File: config.mk
export PLATFORM = sky130hd
export DESIGN_NAME = hazard_ctrl
export DESIGN_NICKNAME = d
export VERILOG_FILES = /design/src/rtl/hazard_ctrl.sv
export SDC_FILE = /design/constraint.sdc
export NUM_CORES = 1
export LEC_CHECK = 0
export CORE_ASPECT_RATIO = 1.25
export CORE_MARGIN = 2
export CORE_UTILIZATION = 38
export DETAILED_ROUTE_END_ITERATION = 8
export SLEW_MARGIN = 15
export SYNTH_ARGS = -nofsm -noshare
export SYNTH_HDL_FRONTEND = slang
export SYNTH_SLANG_ARGS = --single-unit
File: constraint.sdc
create_clock -name clk -period 2.52 [get_ports clk]
set_input_delay 0.504 -clock clk [delete_from_list [all_inputs] [get_ports clk]]
set_output_delay 0.504 -clock clk [all_outputs]
set_load 0.02 [all_outputs]
File: src/rtl/hazard_ctrl.sv
// hazard_ctrl: stall/flush controller for the five-stage pipeline.
// Resolves load-use hazards, taken branches resolved in EX and multi-cycle
// data-memory accesses (with a wait watchdog), and keeps saturating counters.
//
// Ports
//   clk, rst                  clock (rising edge), synchronous active-high reset
//   rf_ra0_id/rf_ra1_id       source register addresses of the ID instruction
//   rf_re0_id/rf_re1_id       source actually read by the ID instruction
//   rf_wa_ex/rf_we_ex         destination and write enable of the EX instruction
//   rf_wd_sel_ex              EX write-back source (2'b10 = memory load)
//   npc_sel_ex                branch/jump taken in EX
//   dmem_req_mem/dmem_ack     data-memory request in MEM / completion
//   stall_*                   hold PC and segment registers (combinational)
//   flush_if_id/flush_id_ex   load a bubble into IF/ID, ID/EX (combinational)
//   mem_err                   sticky timeout flag; rises in the release cycle
//   stall_cycles              saturating count of cycles with stall_pc=1
//   flush_events              saturating count of cycles with flush_if_id=1
module hazard_ctrl #(
  parameter int unsigned TIMEOUT = 16
) (
  input  logic        clk,
  input  logic        rst,
  input  logic [4:0]  rf_ra0_id,
  input  logic [4:0]  rf_ra1_id,
  input  logic        rf_re0_id,
  input  logic        rf_re1_id,
  input  logic [4:0]  rf_wa_ex,
  input  logic        rf_we_ex,
  input  logic [1:0]  rf_wd_sel_ex,
  input  logic        npc_sel_ex,
  input  logic        dmem_req_mem,
  input  logic        dmem_ack,
  output logic        stall_pc,
  output logic        stall_if_id,
  output logic        stall_id_ex,
  output logic        stall_ex_mem,
  output logic        stall_mem_wb,
  output logic        flush_if_id,
  output logic        flush_id_ex,
  output logic        mem_err,
  output logic [31:0] stall_cycles,
  output logic [31:0] flush_events
);

  localparam int unsigned WAIT_W = 16;
  localparam int unsigned CTR_W  = 32;

  localparam logic [WAIT_W-1:0] WAIT_LAST = WAIT_W'(TIMEOUT - 1);
  localparam logic [CTR_W-1:0]  CTR_MAX   = {CTR_W{1'b1}};
  localparam logic [1:0]        WD_MEM    = 2'b10;

  localparam logic [0:0] RUN      = 1'b0;
  localparam logic [0:0] MEM_WAIT = 1'b1;

  logic [0:0]        state;
  logic [0:0]        state_nxt;
  logic [WAIT_W-1:0] wait_cnt;
  logic              err_q;
  logic              load_use;
  logic              timeout_now;
  logic              mem_hold;

  // Hazard detection and next-state logic
  always_comb begin
    state_nxt   = state;
    load_use    = rf_we_ex && (rf_wd_sel_ex == WD_MEM) && (rf_wa_ex != 5'd0) &&
                  ((rf_re0_id && (rf_ra0_id == rf_wa_ex)) ||
                   (rf_re1_id && (rf_ra1_id == rf_wa_ex)));
    timeout_now = (state == MEM_WAIT) && !dmem_ack && (wait_cnt == WAIT_LAST);
    mem_hold    = ((state == RUN) && dmem_req_mem && !dmem_ack) ||
                  ((state == MEM_WAIT) && !dmem_ack && !timeout_now);
    case (state)
      RUN:      if (dmem_req_mem && !dmem_ack) state_nxt = MEM_WAIT;
      MEM_WAIT: if (dmem_ack || timeout_now)   state_nxt = RUN;
      default:  state_nxt = RUN;
    endcase
  end

  // Stall/flush outputs by priority: memory hold, taken branch, load-use
  always_comb begin
    stall_pc     = 1'b0;
    stall_if_id  = 1'b0;
    stall_id_ex  = 1'b0;
    stall_ex_mem = 1'b0;
    stall_mem_wb = 1'b0;
    flush_if_id  = 1'b0;
    flush_id_ex  = 1'b0;
    if (!rst) begin
      if (mem_hold) begin
        stall_pc     = 1'b1;
        stall_if_id  = 1'b1;
        stall_id_ex  = 1'b1;
        stall_ex_mem = 1'b1;
        stall_mem_wb = 1'b1;
      end else if (npc_sel_ex) begin
        // wrong-path ID instruction is discarded, so load_use is moot
        flush_if_id = 1'b1;
        flush_id_ex = 1'b1;
      end else if (load_use) begin
        stall_pc    = 1'b1;
        stall_if_id = 1'b1;
        flush_id_ex = 1'b1;
      end
    end
  end

  // The release cycle of a timed-out access already reports the error
  assign mem_err = err_q | (timeout_now & ~rst);

  // State register
  always_ff @(posedge clk) begin
    if (rst) state <= RUN;
    else     state <= state_nxt;
  end

  // Wait watchdog: held at zero in RUN, so it starts from zero on entry
  always_ff @(posedge clk) begin
    if (rst)                   wait_cnt <= '0;
    else if (state == RUN)     wait_cnt <= '0;
    else if (!dmem_ack)        wait_cnt <= wait_cnt + WAIT_W'(1);
  end

  // Sticky timeout flag
  always_ff @(posedge clk) begin
    if (rst)              err_q <= 1'b0;
    else if (timeout_now) err_q <= 1'b1;
  end

  // Saturating performance counters
  always_ff @(posedge clk) begin
    if (rst) begin
      stall_cycles <= '0;
      flush_events <= '0;
    end else begin
      if (stall_pc && (stall_cycles != CTR_MAX))
        stall_cycles <= stall_cycles + CTR_W'(1);
      if (flush_if_id && (flush_events != CTR_MAX))
        flush_events <= flush_events + CTR_W'(1);
    end
  end

endmodule

==> results of run 1 <==
-- metrics by stage --
step                      std cells  utilization
after floorplan                 512            -
final                           771        0.544
after global routing            771        0.544
after CTS                       770        0.533
after global placement          752        0.504
after detailed placement        752        0.504
-- flip-flops by register name, indices dropped and copies added, names as in the netlist --
| name | flops |
|---|---|
| err_q | 1 |
| flush_events | 32 |
| stall_cycles | 32 |
| state | 1 |
| wait_cnt | 16 |
-- report_power, final --
part / leakage (nW) / switching (W) / internal, W / total, W
Clock: 0.132 / 0.000515 / 0.000716 / 0.00123
Sequential: 0.662 / 0.00000572 / 0.00130 / 0.00131
Combinational: 1.38 / 0.000105 / 0.0000968 / 0.000201
Total: 2.17 / 0.000625 / 0.00211 / 0.00274
-- kinds of logic (layout without fill, tap and decap cells) --
logic type	count (synthesis)	count (layout)	share of synthesized area
adders and majority gates	3	3	0.00870
xor gates and xnor gates	49	49	0.0995
buffers and inverters	47	171	0.0522
DFF	82	82	0.381
and+or+nand+nor	255	255	0.325
muxes	12	12	0.0310
AOI/OAI and AO/OA	64	64	0.103
-- metal layers --
| metal | vias up | wire length [µm] |
|---|---|---|
| met3 | 10 | 426 |
| met5 | - | 0 |
| met4 | 0 | 134 |
| li1 | 2086 | - |
| met1 | 2032 | 4840 |
| met2 | 90 | 5670 |
-- Yosys cell counts, types with 15 or more instances --
master	instances
nand3_1	24
nand2_1	34
xor2_1	24
nand4_1	30
nor2_1	68
dfxtp_1	82
a21oi_1	22
or4_1	16
and3_1	20
clkbuf_1	16
inv_1	15
o31ai_1	15
xnor2_1	25
-- repair_timing --
| item | 4_1_cts | 5_1_grt |
|---|---|---|
| hold endpoints to repair | 0 | 0 |
| setup buffers | 3 | 1 |
| endpoints found under the setup margin | 17 | 28 |
| gates resized for setup | 27 | 30 |
| pin swaps | 3 | 8 |
-- final cells by class --
| cell class | count | area, µm² |
|---|---|---|
| fillers | 1019 | 5050 |
| flip-flops and latches | 82 | 1650 |
| well taps | 135 | 169 |
| inverters | 16 | 60.1 |
| multi-input cells | 383 | 2600 |
| repair buffers | 140 | 1280 |
| clock buffers | 13 | 260 |
| clock inverters | 2 | 12.5 |
-- worst register-to-register path, cell delays in order (launching register included) --
cell       delay [ns]
dfxtp_2          0.33
nor4_4           0.33
nand4_1          0.20
a21boi_2         0.22
buf_4            0.15
a2bb2oi_4        0.18
buf_6            0.37
nor4_2           0.14
mux2_2           0.29
-- path summary, 6_finish.rpt --
path         slack, ns       startpoint          endpoint  depth (start not counted)
max reg2reg       0.22     wait_cnt[11]  stall_cycles[26]                          8
max               0.08      rf_wa_ex[0]  stall_cycles[22]                         10
min               0.49              rst             state                          2
min reg2reg       0.51  stall_cycles[4]   stall_cycles[4]                          1
==> out/metrics.csv, run 1 <==
stage,metric,value,unit
global_route,grt_pass1_vias,3966,
yosys,ys.flop_type,dfxtp_1,
timing,slew_headroom,0.542,
timing,fin_setup_tns,0,ns
global_route,busiest_layer,met2,
clocking,clk_latency,0.34,ns
setup_path,worstSetupPathType,input port to flip-flop,
global_route,use_met2,0.319,
clocking,clock_path_buffers,2,
placed_design,gp_congestion,0.824,
setup_path,endpoint_kind,flip-flop,
global_route,grt_util_met1,0.224,
yosys,synthCells,512,
timing,drv_slew,0,
setup_path,start_kind,input port,
global_route,grtUsageMet3,0.0379,
yosys,syn-cell-area,4310,µm²
routing,postRouteWirelength,11100,µm
routing,vias,4218,
layout,antenna_cells,0,
pwr,ir_worst_vdd,0.000319,V
setup_path,slowest_delay,0.42,ns
pwr,p_leak,2.17,nW
timing,finalHoldViolCount,0,
placed_design,io_buffers,96,
hold_path,hold_path.class,input port to flip-flop,
yosys,netlist_top_cells_area,"dfxtp_1, nor2_1, xnor2_1",
yosys,syn_nets,540,
yosys,synth-seq-area-share,0.381,
placed_design,dp_hpwl,7690,µm
floorplan,die_h,123,µm
floorplan,fp.dieArea,12200,µm²
floorplan,row_count,43,
timing,worst_hold_slack,0.486,ns
clocking,cts_tree,built,
layout,layout_commonest_cell,clkdlybuf4s50_1,
yosys,ys_warn_count,0,
routing,drtAntennaViolNets,0,
clocking,cts_sinks,82,
setup_path,path_max_fanout,55,
clocking,cts_buffers,9,
timing,worst_pin_slew,0.687,ns
yosys,ys_ff_latch,82,
layout,drive_gt1_frac,0.168,
setup_path,crit_top_cell,buf_4,
placed_design,placed_area,5590,µm²
layout,area_growth,39.8,%
pwr,power,0.00274,W
setup_path,required,2.74,ns
global_route,grt_max_degree,67,
routing,drtIter0Drc,205,
setup_path,crit_buf_inv,4,
yosys,async_flop_share,0,
routing,wl_per_cell,14.4,µm
routing,drtPass1Iterations,6,
timing,fin_crit,2.44,ns
clocking,ctsHoldBuffers,0,
placed_design,pre_cts_slack,-0.453,ns
floorplan,coreArea,11100,µm²
floorplan,die_x,99.3,µm
layout,final_cell_mix,"clkdlybuf4s50_1, dfxtp_1, nor2_1",
timing,rsz0062_at_grt,true,
layout,post-route-cell-area,6030,µm²
yosys,ys_types,47,
timing,setup_viol,0,
clocking,ctsRootBufferMaster,clkbuf_16,
timing,fmax,410,MHz
global_route,antenna_found_initial,0,
floorplan,start_util,0.389,
setup_path,slowest_stage,clkdlybuf4s50_1,
routing,drcViolationCount,0,
yosys,syn-mean-instance-area,8.43,µm²
setup_path,path_cells,clkdlybuf4s50_1 -> buf_4 -> xnor2_1 -> nand2_1 -> o22ai_2 -> buf_4 -> a2bb2oi_4 -> buf_6 -> nor4_4 -> mux2_2,
clocking,htreeDepth,3,
clocking,clkTransAtPathRegs,0.06,ns
global_route,grt_pass1_wl,18400,µm
setup_path,crit_family,buffers and inverters,
yosys,yosysTopAreaCellShare,0.381,
timing,post-route-period-util,0.969,
run_status,outcome,"finished, final reports clean",
run,cap_violations,0,
global_route,track_usage,0.183,
layout,fin_nets,660,
pwr,p_per_area,454,nW/µm²
timing,layout_setup_ws,0.0789,ns
yosys,yosys.area.top_type,dfxtp_1,
yosys,synth_edf_count,0,
global_route,gr-total-overflow,0,
floorplan,ios,97,
routing,vias_per_cell,5.47,
setup_path,crit_arrival,2.66,ns
timing,skew,0.0110,ns
(Power assumes the default switching activity.)
==> run 2: changes to the inputs <==
--- a/config.mk
+++ b/config.mk
@@ -5,10 +5,13 @@
 export SDC_FILE = /design/constraint.sdc
 export NUM_CORES = 1
 export LEC_CHECK = 0
+export CELL_PAD_IN_SITES_DETAIL_PLACEMENT = 1
+export CELL_PAD_IN_SITES_GLOBAL_PLACEMENT = 1
 export CORE_ASPECT_RATIO = 1.25
 export CORE_MARGIN = 2
 export CORE_UTILIZATION = 38
 export DETAILED_ROUTE_END_ITERATION = 8
+export PLACE_DENSITY_LB_ADDON = 0.1
 export SLEW_MARGIN = 15
 export SYNTH_ARGS = -nofsm -noshare
 export SYNTH_HDL_FRONTEND = slang
==> constraint.sdc (replaced) <==
create_clock -name clk -period 2.81 [get_ports clk]
set_input_delay 0.562 -clock clk [delete_from_list [all_inputs] [get_ports clk]]
set_output_delay 0.562 -clock clk [all_outputs]
set_load 0.02 [all_outputs]
==> run 2 against run 1 <==
Worst setup slack better by 0.086 ns. Register-to-register slack better by 0.09 ns. Sequential cell count stayed put. Critical path type is now flip-flop to primary output. Largest cell class unchanged.
==> out/metrics.csv, run 2 (synthesized netlist as in run 1, its figures left out) <==
stage,metric,value,unit,change
run_status,outcome,"finished, final reports clean",,unchanged
floorplan,die_x,99.3,µm,unchanged
routing,vias,4167,,was 4218
global_route,antenna_found_initial,0,,unchanged
timing,finalHoldViolCount,0,,unchanged
layout,drive_gt1_frac,0.111,,was 0.168
routing,top_layer,met4,,unchanged
timing,fin_setup_tns,0,ns,unchanged
placed_design,placed_area,5420,µm²,was 5590 µm²
timing,setup_viol,0,,unchanged
setup_path,required,2.25,ns,was 2.74 ns
timing,fmax,378,MHz,
clocking,ctsRootBufferMaster,clkbuf_16,,unchanged
clocking,htreeDepth,3,,unchanged
clocking,ctsHoldBuffers,0,,unchanged
routing,drtIter0Drc,89,,was 205
routing,postRouteWirelength,12100,µm,was 11100 µm
global_route,track_usage,0.201,,was 0.183
layout,fin_nets,637,,was 660
clocking,cts_tree,built,,unchanged
floorplan,die_h,123,µm,unchanged
placed_design,gp_congestion,0.783,,was 0.824
layout,area_growth,32.8,%,was 39.8%
clocking,cts_buffers,9,,unchanged
setup_path,critPathCapture,mem_err,,was stall_cycles[22]
placed_design,pre_cts_slack,-0.318,ns,was -0.453 ns
setup_path,r2r_cells,9,,was 8
global_route,grt_pass1_vias,4200,,was 3966
layout,final_cell_mix,"clkdlybuf4s50_1, dfxtp_1, nor2_1",,unchanged
setup_path,reg2reg_to,stall_cycles[26],,unchanged
timing,layout_setup_ws,0.165,ns,was 0.0789 ns
floorplan,fp.dieArea,12200,µm²,unchanged
routing,vias_per_cell,5.56,,was 5.47
placed_design,dp_hpwl,8490,µm,was 7690 µm
setup_path,worstSetupStartpoint,wait_cnt[1],,was rf_wa_ex[0]
clocking,clkTransAtPathRegs,0.06,ns,about the same
run,cap_violations,0,,unchanged
timing,rsz0062_at_grt,false,,was true
global_route,grt_pass1_wl,19900,µm,was 18400 µm
layout,fillCellCount,1321,,was 1019
timing,slew_headroom,0.512,,was 0.542
layout,layout_commonest_cell,clkdlybuf4s50_1,,unchanged
layout,top_regs,"flush_events (32), stall_cycles (32), wait_cnt (16)",,unchanged
pwr,p_per_area,422,nW/µm²,was 454 nW/µm²
clocking,clock_path_buffers,2,,unchanged
timing,worst_hold_slack,0.491,ns,was 0.486 ns
setup_path,path_max_fanout,3,,was 55
routing,wl_met1,5130,µm,was 4840 µm
global_route,gr-total-overflow,0,,unchanged
pwr,p_leak,2.01,nW,was 2.17 nW
timing,post-route-period-util,0.941,,
routing,wl_per_cell,16.1,µm,was 14.4 µm
timing,drv_slew,0,,unchanged
routing,drcViolationCount,0,,unchanged
timing,skew,0.00546,ns,was 0.0110 ns
setup_path,reg2reg_slack,0.31,ns,was 0.22 ns
routing,wl_met3,478,µm,was 426 µm
layout,antenna_cells,0,,unchanged
floorplan,row_count,43,,unchanged
setup_path,r2r-start,wait_cnt[1],,was wait_cnt[11]
layout,post-route-cell-area,5730,µm²,was 6030 µm²
hold_path,hold_path.class,flip-flop to flip-flop,,was input port to flip-flop
setup_path,crit_arrival,2.08,ns,was 2.66 ns
floorplan,start_util,0.389,,unchanged
timing,worst_pin_slew,0.732,ns,was 0.687 ns
pwr,ir_worst_vdd,0.000241,V,was 0.000319 V
setup_path,worstSetupPathType,flip-flop to primary output,,was input port to flip-flop
setup_path,endpoint_kind,primary output,,was flip-flop
floorplan,coreArea,11100,µm²,unchanged
placed_design,io_buffers,96,,unchanged
clocking,clk_latency,0.33,ns,was 0.34 ns
timing,fin_crit,2.65,ns,
global_route,grt_max_degree,67,,unchanged
setup_path,start_kind,flip-flop,,was input port
routing,drtPass1Iterations,4,,was 6
floorplan,ios,97,,unchanged
routing,dr_wl_met2,6290,µm,was 5670 µm
routing,drtAntennaViolNets,0,,unchanged
clocking,cts_sinks,82,,unchanged
## run 2: cell count changes in the layout (fill, tap and decap cells not counted), sizes merged
cell	previous run	this run
clkbuf	14	15
clkdlybuf4s50	83	87
buf	48	23
clkdlybuf4s15	1	0
dlygate4sd2	4	2
clkinvlp	1	0
clkinv	1	3
## run 2: what timing repair did
item / 4_1_cts / 5_1_grt
setup endpoints to repair: 8 / 6
resized for setup: 12 / 11
pin swaps: 1 / 1
buffers inserted: 1 / 2
## run 2: worst max-delay path: stages, from the launching register on
cell	delay, ns
dfxtp_1	0.36
ha_2	0.20
and4b_1	0.20
nand4_1	0.18
buf_4	0.20
o31ai_1	0.23
dlygate4sd2_1	0.38
## run 2: cell type report
| class | count | area [µm²] | share of cell area |
|---|---|---|---|
| clock buffer | 13 | 250 | 0.0437 |
| clock inverter | 3 | 15.0 | 0.00262 |
| inverter | 16 | 60.1 | 0.0105 |
| multi-input combinational | 383 | 2490 | 0.434 |
| sequential | 82 | 1640 | 0.287 |
| tap | 135 | 169 | 0.0295 |
| timing repair buffer | 117 | 1100 | 0.193 |
## run 2: stage by stage
step | util | total power, W | instances
floorplan | - | 0.00129 | 512
global placement | 0.489 | 0.00136 | 730
detailed placement | 0.489 | 0.00137 | 730
CTS | 0.515 | 0.00246 | 747
global route | 0.517 | 0.00252 | 749
finish | 0.517 | 0.00242 | 749
## run 2: report_power, final
group / switching [W] / total [W] / internal [W]
sequential: 0.00000583 / 0.00117 / 0.00117
combinational: 0.0000907 / 0.000170 / 0.0000788
clock: 0.000458 / 0.00108 / 0.000619
## run 2: per-layer routing
metal,vias to the layer above,GRT usage
li1,2039,-
met1,2046,0.231
met2,68,0.362
met3,14,0.0526
met4,0,0.0616
met5,-,0
## run 2: worst min-delay path by stage
stage	cells past startpoint	slack [ns]	start	to
6_report	2	0.49	stall_cycles[13]	stall_cycles[13]
5_1_grt	2	0.53	stall_cycles[13]	stall_cycles[13]
4_1_cts	2	0.50	stall_cycles[13]	stall_cycles[13]
3_5_place_dp	2	0.49	stall_cycles[13]	stall_cycles[13]
3_3_place_gp	2	0.48	stall_cycles[13]	stall_cycles[13]
2_1_floorplan	2	0.48	wait_cnt[15]	wait_cnt[15]
